===== src/rtl/cpu_bus_responder_pkg.sv =====
// Shared CPU data-port encodings: access types, responder states, slave count.
// Used by the cpu stages, the responder and the memory-mapped slaves.
package cpu_bus_responder_pkg;

  localparam int NUM_SLAVES = 4;

  localparam logic [1:0] DRW_IDLE  = 2'b00;
  localparam logic [1:0] DRW_READ  = 2'b01;
  localparam logic [1:0] DRW_WRITE = 2'b10;
  localparam logic [1:0] DRW_ILL   = 2'b11;

  localparam logic [1:0] ST_IDLE = 2'b00;
  localparam logic [1:0] ST_WAIT = 2'b01;
  localparam logic [1:0] ST_DONE = 2'b10;

  // Decoded view of one CPU data access.
  typedef struct packed {
    logic [1:0]            idx;
    logic [NUM_SLAVES-1:0] onehot;
    logic                  ok;
    logic                  err;
  } dec_t;

  function automatic logic [NUM_SLAVES-1:0] idx_to_onehot(input logic [1:0] idx);
    logic [NUM_SLAVES-1:0] oh;
    oh      = '0;
    oh[idx] = 1'b1;
    return oh;
  endfunction

endpackage


===== src/rtl/cpu_bus_decode.sv =====
// Combinational slave decode of a CPU data access: select index, one-hot, ok/err flags.
// Zero latency, no flow control; only the address bits from SEL_LSB upward are seen.
module cpu_bus_decode
  import cpu_bus_responder_pkg::*;
#(
  parameter int SEL_LSB = 28
) (
  input  logic [31-SEL_LSB:0] addr_hi,
  input  logic [1:0]          drw,
  output dec_t                dec
);

  logic mapped;
  logic is_rw;

  // With the select field at the very top of the address there is nothing to be unmapped.
  generate
    if (SEL_LSB <= 29) begin : g_hi
      assign mapped = (addr_hi[31-SEL_LSB:2] == '0);
    end else begin : g_nohi
      assign mapped = 1'b1;
    end
  endgenerate

  assign is_rw = (drw == DRW_READ) || (drw == DRW_WRITE);

  always_comb begin
    dec.idx    = addr_hi[1:0];
    dec.onehot = idx_to_onehot(addr_hi[1:0]);
    dec.ok     = is_rw && mapped;
    dec.err    = (drw != DRW_IDLE) && !(is_rw && mapped);
  end

endmodule


===== src/rtl/cpu_bus_responder.sv =====
// CPU data-port responder: decodes each access to one of four slaves over a level req/ack.
// Stalls the CPU from the access cycle until one DONE cycle after ack, error or timeout.
module cpu_bus_responder
  import cpu_bus_responder_pkg::*;
#(
  parameter int SEL_LSB = 28,
  parameter int TIMEOUT = 255,
  parameter int TO_W    = 8
) (
  input  logic         clk,
  input  logic         rst,
  input  logic [31:0]  daddr,
  input  logic [31:0]  dout,
  input  logic [1:0]   drw,
  output logic [31:0]  din,
  output logic         cpu_stall,
  output logic [3:0]   s_req,
  output logic         s_we,
  output logic [31:0]  s_addr,
  output logic [31:0]  s_wdata,
  input  logic [127:0] s_rdata,
  input  logic [3:0]   s_ack,
  output logic         bus_err
);

  localparam logic [TO_W-1:0] TO_LAST = TO_W'(TIMEOUT - 1);

  logic [1:0]      state;
  logic [1:0]      idx_q;
  logic [TO_W-1:0] to_cnt;
  dec_t            dec;
  logic            ack_hit;
  logic [31:0]     rdata_sel;

  cpu_bus_decode #(
    .SEL_LSB (SEL_LSB)
  ) u_decode (
    .addr_hi (daddr[31:SEL_LSB]),
    .drw     (drw),
    .dec     (dec)
  );

  // Combinational so the CPU freezes in the same cycle the access appears.
  assign cpu_stall = ((state == ST_IDLE) && (drw != DRW_IDLE)) || (state == ST_WAIT);

  assign ack_hit   = s_ack[idx_q];
  assign rdata_sel = s_rdata[{idx_q, 5'd0} +: 32];

  always_ff @(posedge clk) begin
    if (rst) begin
      state   <= ST_IDLE;
      idx_q   <= '0;
      to_cnt  <= '0;
      din     <= '0;
      s_req   <= '0;
      s_we    <= 1'b0;
      s_addr  <= '0;
      s_wdata <= '0;
      bus_err <= 1'b0;
    end else begin
      bus_err <= 1'b0;
      case (state)
        ST_IDLE: begin
          if (dec.ok) begin
            s_addr  <= daddr;
            s_wdata <= dout;
            s_we    <= drw[1];
            s_req   <= dec.onehot;
            idx_q   <= dec.idx;
            to_cnt  <= '0;
            state   <= ST_WAIT;
          end else if (dec.err) begin
            din     <= '0;
            bus_err <= 1'b1;
            state   <= ST_DONE;
          end
        end
        ST_WAIT: begin
          // An ack landing on the last allowed cycle still wins over the timeout.
          if (ack_hit) begin
            din   <= s_we ? 32'd0 : rdata_sel;
            s_req <= '0;
            state <= ST_DONE;
          end else if (to_cnt == TO_LAST) begin
            din     <= '0;
            s_req   <= '0;
            bus_err <= 1'b1;
            state   <= ST_DONE;
          end else begin
            to_cnt <= to_cnt + TO_W'(1);
          end
        end
        ST_DONE: state <= ST_IDLE;
        default: state <= ST_IDLE;
      endcase
    end
  end

endmodule

===== config.mk =====
export PLATFORM = sky130hd
export DESIGN_NAME = cpu_bus_responder
export DESIGN_NICKNAME = d
export VERILOG_FILES = /design/src/rtl/cpu_bus_responder_pkg.sv /design/src/rtl/cpu_bus_decode.sv /design/src/rtl/cpu_bus_responder.sv
export SDC_FILE = /design/constraint.sdc
export NUM_CORES = 1
export LEC_CHECK = 0
export ABC_AREA = 1
export BUFFER_PORTS_ARGS = -buffer_cell sky130_fd_sc_hd__clkbuf_2
export CAP_MARGIN = 20
export CORE_ASPECT_RATIO = 0.6
export CORE_MARGIN = 2
export CORE_UTILIZATION = 48
export DETAILED_ROUTE_END_ITERATION = 6
export GPL_TIMING_DRIVEN = 0
export PLACE_DENSITY = 0.9
export SYNTH_ARGS = -nofsm -noshare
export SYNTH_HDL_FRONTEND = slang
export SYNTH_SLANG_ARGS = --single-unit

===== constraint.sdc =====
create_clock -name clk -period 4.59 [get_ports clk]
set_input_delay 1.377 -clock clk [delete_from_list [all_inputs] [get_ports clk]]
set_output_delay 1.377 -clock clk [all_outputs]
set_load 0.03 [all_outputs]

-- Word level (Yosys, flattened, before mapping)
Index checks and enable logic that the tools add are counted.
- bits in read-only memories: 0
- output and inout bits: 103
- memory bits (writable): 0
- memories: 0
- word-level logic and storage cells: 69
- input port bits: 200
- register bits after elaboration: 114
- latch bits: 0
- shifts and indexed selects: 1
- $lt $le $gt $ge: 3
- divide/modulo/power cells: 0
- mux-type cells: 28
- add/subtract/negate cells: 1
- multiply operators: 0
- reduce and logical (&&, ||, !) cells: 16
- bitwise operators: 0
- equal/unequal tests: 11
- operators with widths (operator ; count):
    32-bit 2-to-1 mux ; 5
    128-bit by 8-bit variable part select with 32-bit output ; 1
    32-bit case mux with 2 select lines ; 1
    8-bit 2-to-1 mux ; 3
    8-bit case mux with 2 select lines ; 1
    4-bit 2-to-1 mux ; 3
    2-bit != test, second input constant ; 5
    8-bit by 1-bit adder with 8-bit output, second input constant ; 1
    8-bit equality test, second input constant ; 1
    2-bit 2-to-1 mux ; 4
    4-bit case mux with 2 select lines ; 1
    4-bit AND reduction ; 2
    2-bit by 3-bit less-than comparator with 1-bit output, second input constant ; 2
    1-bit 2-to-1 mux ; 6
    2-bit by 1-bit equality test with 1-bit output, second input constant ; 2
    1-bit logical AND ; 4
    2-bit logical NOT ; 2
    2-bit case mux with 2 select lines ; 1
    2-bit AND reduction ; 2
    2-bit nonzero test ; 2
    3-bit by 2-bit != test with 1-bit output, second input constant ; 1
    3-bit != test, second input constant ; 1
    3-bit AND reduction ; 1
    1-bit binary-select mux with 2-bit select ; 1
    other kinds (6) ; 7

-- Logic depth before layout (Yosys ltp)
- depth after elaboration: 8
- gate-level depth with buffers: 11
- depth with buffers taken out: 9

-- Modules after synthesis
From an unflattened synthesis, not the netlist that was laid out.
- cell total of the unflattened synthesis: 819
- area, all modules: 5380.2 um2
- by module, submodules not included (module ; seq. area each (um2) ; instances ; cells an instance ; area an instance (um2)):
    cpu_bus_responder ; 2282.2 ; 1 ; 804 ; 5297.6
    cpu_bus_decode ; 0.0 ; 1 ; 15 ; 82.6

-- Least setup slack after synthesis
OpenSTA, ideal clock, no wires.
- path kind: input port to output port
- start: input port drw[0]
- end: output port cpu_stall
- data required time: 3.213 ns
- data arrival time: 2.121 ns
- path buffers: 0
- stages: 3
- setup slack: 1.092 ns
- path through: inv_1 -> ha_1 -> a21oi_1
- cells in the longest elaborated chain, start to end: 3
- ends and longest elaborated chain (item ; line ; source):
    start: declaration ; cpu_bus_responder.sv:14 ; input logic [1:0] drw,
    2-bit nonzero test ; cpu_bus_responder.sv:44 ; assign cpu_stall = ((state == ST_IDLE) && (drw != DRW_IDLE)) || (state == ST_WAIT);
    1-bit logical AND ; cpu_bus_responder.sv:44 ;
    1-bit logical OR ; cpu_bus_responder.sv:44 ;
    end: declaration ; cpu_bus_responder.sv:16 ; output logic cpu_stall,
No other way between the ends.

-- Worst setup path in the final report
- start: input port drw[1]
- end: output port cpu_stall
The elaborated chain is that of the path after synthesis.

==> results.json <==
{
  "fmax_ghz": 0.280,
  "io_pins": 303,
  "wl_per_cell_um": 14.3,
  "finalWorstSetupSlack_ns": 1.01,
  "area_growth_pct": 36.5,
  "clock_power_share": 0.328,
  "synth_top_area_frac": 0.415,
  "drtPass1Iterations": 5,
  "synth_nets": 1019,
  "period_needed_ns": 3.58,
  "synth_cell_types": 24,
  "synth_warnings": 0,
  "finalPower_mw": 2.26,
  "grt_first_pass_wirelength_mm": 28.7,
  "nets": 1332,
  "h-tree-depth": 3,
  "slew_headroom": 0.621,
  "dp_hpwl_mm": 14.5,
  "crit_type": "in -> out",
  "p_int_mw": 1.58,
  "place_ws_ns": 1.02,
  "ys_top_cells_by_area": "dfxtp_1 42%, o21ai_0 12%, nor2_1 10%, a21oi_1 10%, nand2_1 6.8%",
  "synth_area_um2": 5400,
  "yosysTopAreaCell": "dfxtp_1",
  "wirelength_mm": 18.2,
  "period_share": 0.779,
  "syn_inst": 815,
  "drt_iter0_markers": 405,
  "critPathMaxFanout": 2,
  "path_clk_slew_ns": 0.07,
  "p_leak_nw": 3.55,
  "gp_congestion": 0.937,
  "share_seq_of_total_power": 0.459,
  "clock_sinks": 112,
  "ant_nets": 0,
  "core_region_area_um2": 10800,
  "tightest_slew_ns": 0.568,
  "grt_pass1_vias": 5966,
  "powerDensity_nw_per_um2": 307,
  "cts-resized-gates": 0,
  "hold_class": "reg -> reg",
  "cts_setup_buffers": 0,
  "die_h_um": 86.2,
  "postCtsHoldBufs": 0,
  "vdd_ir_drop_max_mv": 0.195,
  "cp-start-kind": "primary input",
  "hold_viol": 0,
  "rows": 29,
  "switchingPower_mw": 0.676,
  "cts_buffers": 9,
  "drc": 0,
  "cts_tree": "built",
  "crit_buf_inv": 3,
  "cp_top_family": "buffers and inverters",
  "gr-total-overflow": 0,
  "critical_path.max_stage_delay_ns": 0.24,
  "dieArea_um2": 12100,
  "route.vias.total": 6492,
  "drive_above_1_share": 0.312,
  "yosysSeqAreaShare": 0.415,
  "cp_slowest_cell": "clkbuf_2",
  "worst_skew_pair.late_latency_ns": 0.34,
  "start_util": 0.501,
  "synth.avg_cell_area_um2": 6.63,
  "crit_top_cell": "clkbuf_2",
  "fin_area_um2": 7370,
  "place_area_um2": 7090,
  "cts_root_buf": "clkbuf_16",
  "clock_skew_ns": 0.00829,
  "fin_tns_setup_ns": 0,
  "status": "finished clean",
  "endpoint_kind": "output port",
  "switching_share": 0.299,
  "worstPathArrival_ns": 2.20,
  "power_frac_comb": 0.213,
  "clock_path_buffers": 2,
  "port_buffers": 302,
  "diodes": 0,
  "setup_viol": 0,
  "track_usage": 0.293,
  "maxCapViolCount": 0,
  "cp_cell_sequence": "clkbuf_2 > inv_1 > ha_1 > a21oi_1 > clkbuf_2",
  "viasPerCell": 5.10,
  "report.final.slew_viol_count": 0,
  "rsz0062_at_grt": "false",
  "required_ns": 3.21,
  "die_x_um": 141,
  "grt_max_degree": 18,
  "ys_seq_elements": 112,
  "antenna_found_initial": 0
}
-- metrics by stage --
step                      std cells  utilization  hold slack [ns]
after floorplan                 815            -            0.462
after CTS                      1272        0.684            0.429
final                          1272        0.684            0.433
after global routing           1272        0.684            0.460
after detailed placement       1256        0.658            0.419
after global placement         1256        0.658            0.417
-- cell usage in the layout (no fill, tap or decap) --
cell type	synthesis	layout
o31ai_1	1	1
inv_1	83	83
buf_6	3	3
nor2_2	1	1
nor2_4	1	1
clkbuf_16	0	9
nor2_1	147	147
xnor2_1	1	1
buf_1	1	1
o21ai_0	129	129
nor3_1	1	1
a21oi_1	109	109
nand4_1	1	1
clkbuf_1	33	34
clkbuf_8	0	2
nand3_2	3	3
clkinv_4	0	1
buf_2	17	17
dfxtp_1	112	112
clkinv_2	0	1
buf_4	3	3
nand2_2	3	3
ha_1	4	4
inv_2	4	4
nand2_1	98	98
nand2_4	1	1
clkinvlp_4	0	2
o21bai_1	1	1
nand3_1	58	58
clkbuf_2	0	302
-- registers in the layout, summed over array words and instances (netlist names) --
signal,flops
din,32
s_we,1
bus_err,1
state,2
s_req,4
to_cnt,8
s_addr,32
s_wdata,32
-- cell families after synthesis --
logic type                 share of synthesized area
and+or+nand+nor                                0.240
buffers and inverters                          0.110
adders and majority gates                    0.00927
xor gates and xnor gates                     0.00162
DFF                                            0.415
AOI/OAI and AO/OA                              0.223
-- metal layers --
layer / global-route usage / share of wire / up-vias
met5: 0 / 0 / -
met4: 0.0736 / 0.019 / 0
met3: 0.0851 / 0.083 / 39
met2: 0.456 / 0.43 / 284
met1: 0.404 / 0.47 / 2916
li1: - / - / 3253
-- path summary, 6_finish.rpt --
check,from,endpoint,slack (ns),cells past startpoint
setup / recovery,drw[1],cpu_stall,1.01,5
hold / removal,s_addr[31]$_SDFFE_PP0P_,s_addr[31]$_SDFFE_PP0P_,0.43,2
hold reg to reg,s_addr[31]$_SDFFE_PP0P_,s_addr[31]$_SDFFE_PP0P_,0.43,2
setup reg to reg,state[1]$_SDFFE_PP0P_,s_addr[28]$_SDFFE_PP0P_,2.80,5
-- cell usage after synthesis (all sizes together) --
cell type  number
inv            87
nor2          149
nand4           1
o31ai           1
clkbuf         33
nor3            1
nand3          61
dfxtp         112
o21ai         129
xnor2           1
nand2         102
buf            24
a21oi         109
ha              4
o21bai          1
-- worst register-to-register path, delay by kind of cell (launching register included) --
family / cells / cell delay (ns)
buffers and inverters: 2 / 0.75
and+or+nand+nor: 2 / 0.41
DFF: 1 / 0.41
AOI/OAI and AO/OA: 1 / 0.10
-- power by group through the flow --
stage | combinational, mW | clock [mW] | sequential [mW]
after floorplan | 0.209 | 0 | 1.14
after detailed placement | 0.477 | 0 | 1.06
final | 0.483 | 0.742 | 1.04
after global placement | 0.471 | 0 | 1.06
after CTS | 0.479 | 0.756 | 1.04
after global routing | 0.532 | 0.793 | 1.04
-- final cells by class --
cell class / count / area, µm²
clock buffer: 12 / 256
tap: 139 / 174
inverter: 87 / 327
multi-input combinational: 559 / 2560
clock inverter: 4 / 28.8
fill: 976 / 3400
buffer: 57 / 269
sequential: 112 / 2240
timing repair buffer: 302 / 1510
Note: power is estimated with default switching activity, not from simulation.
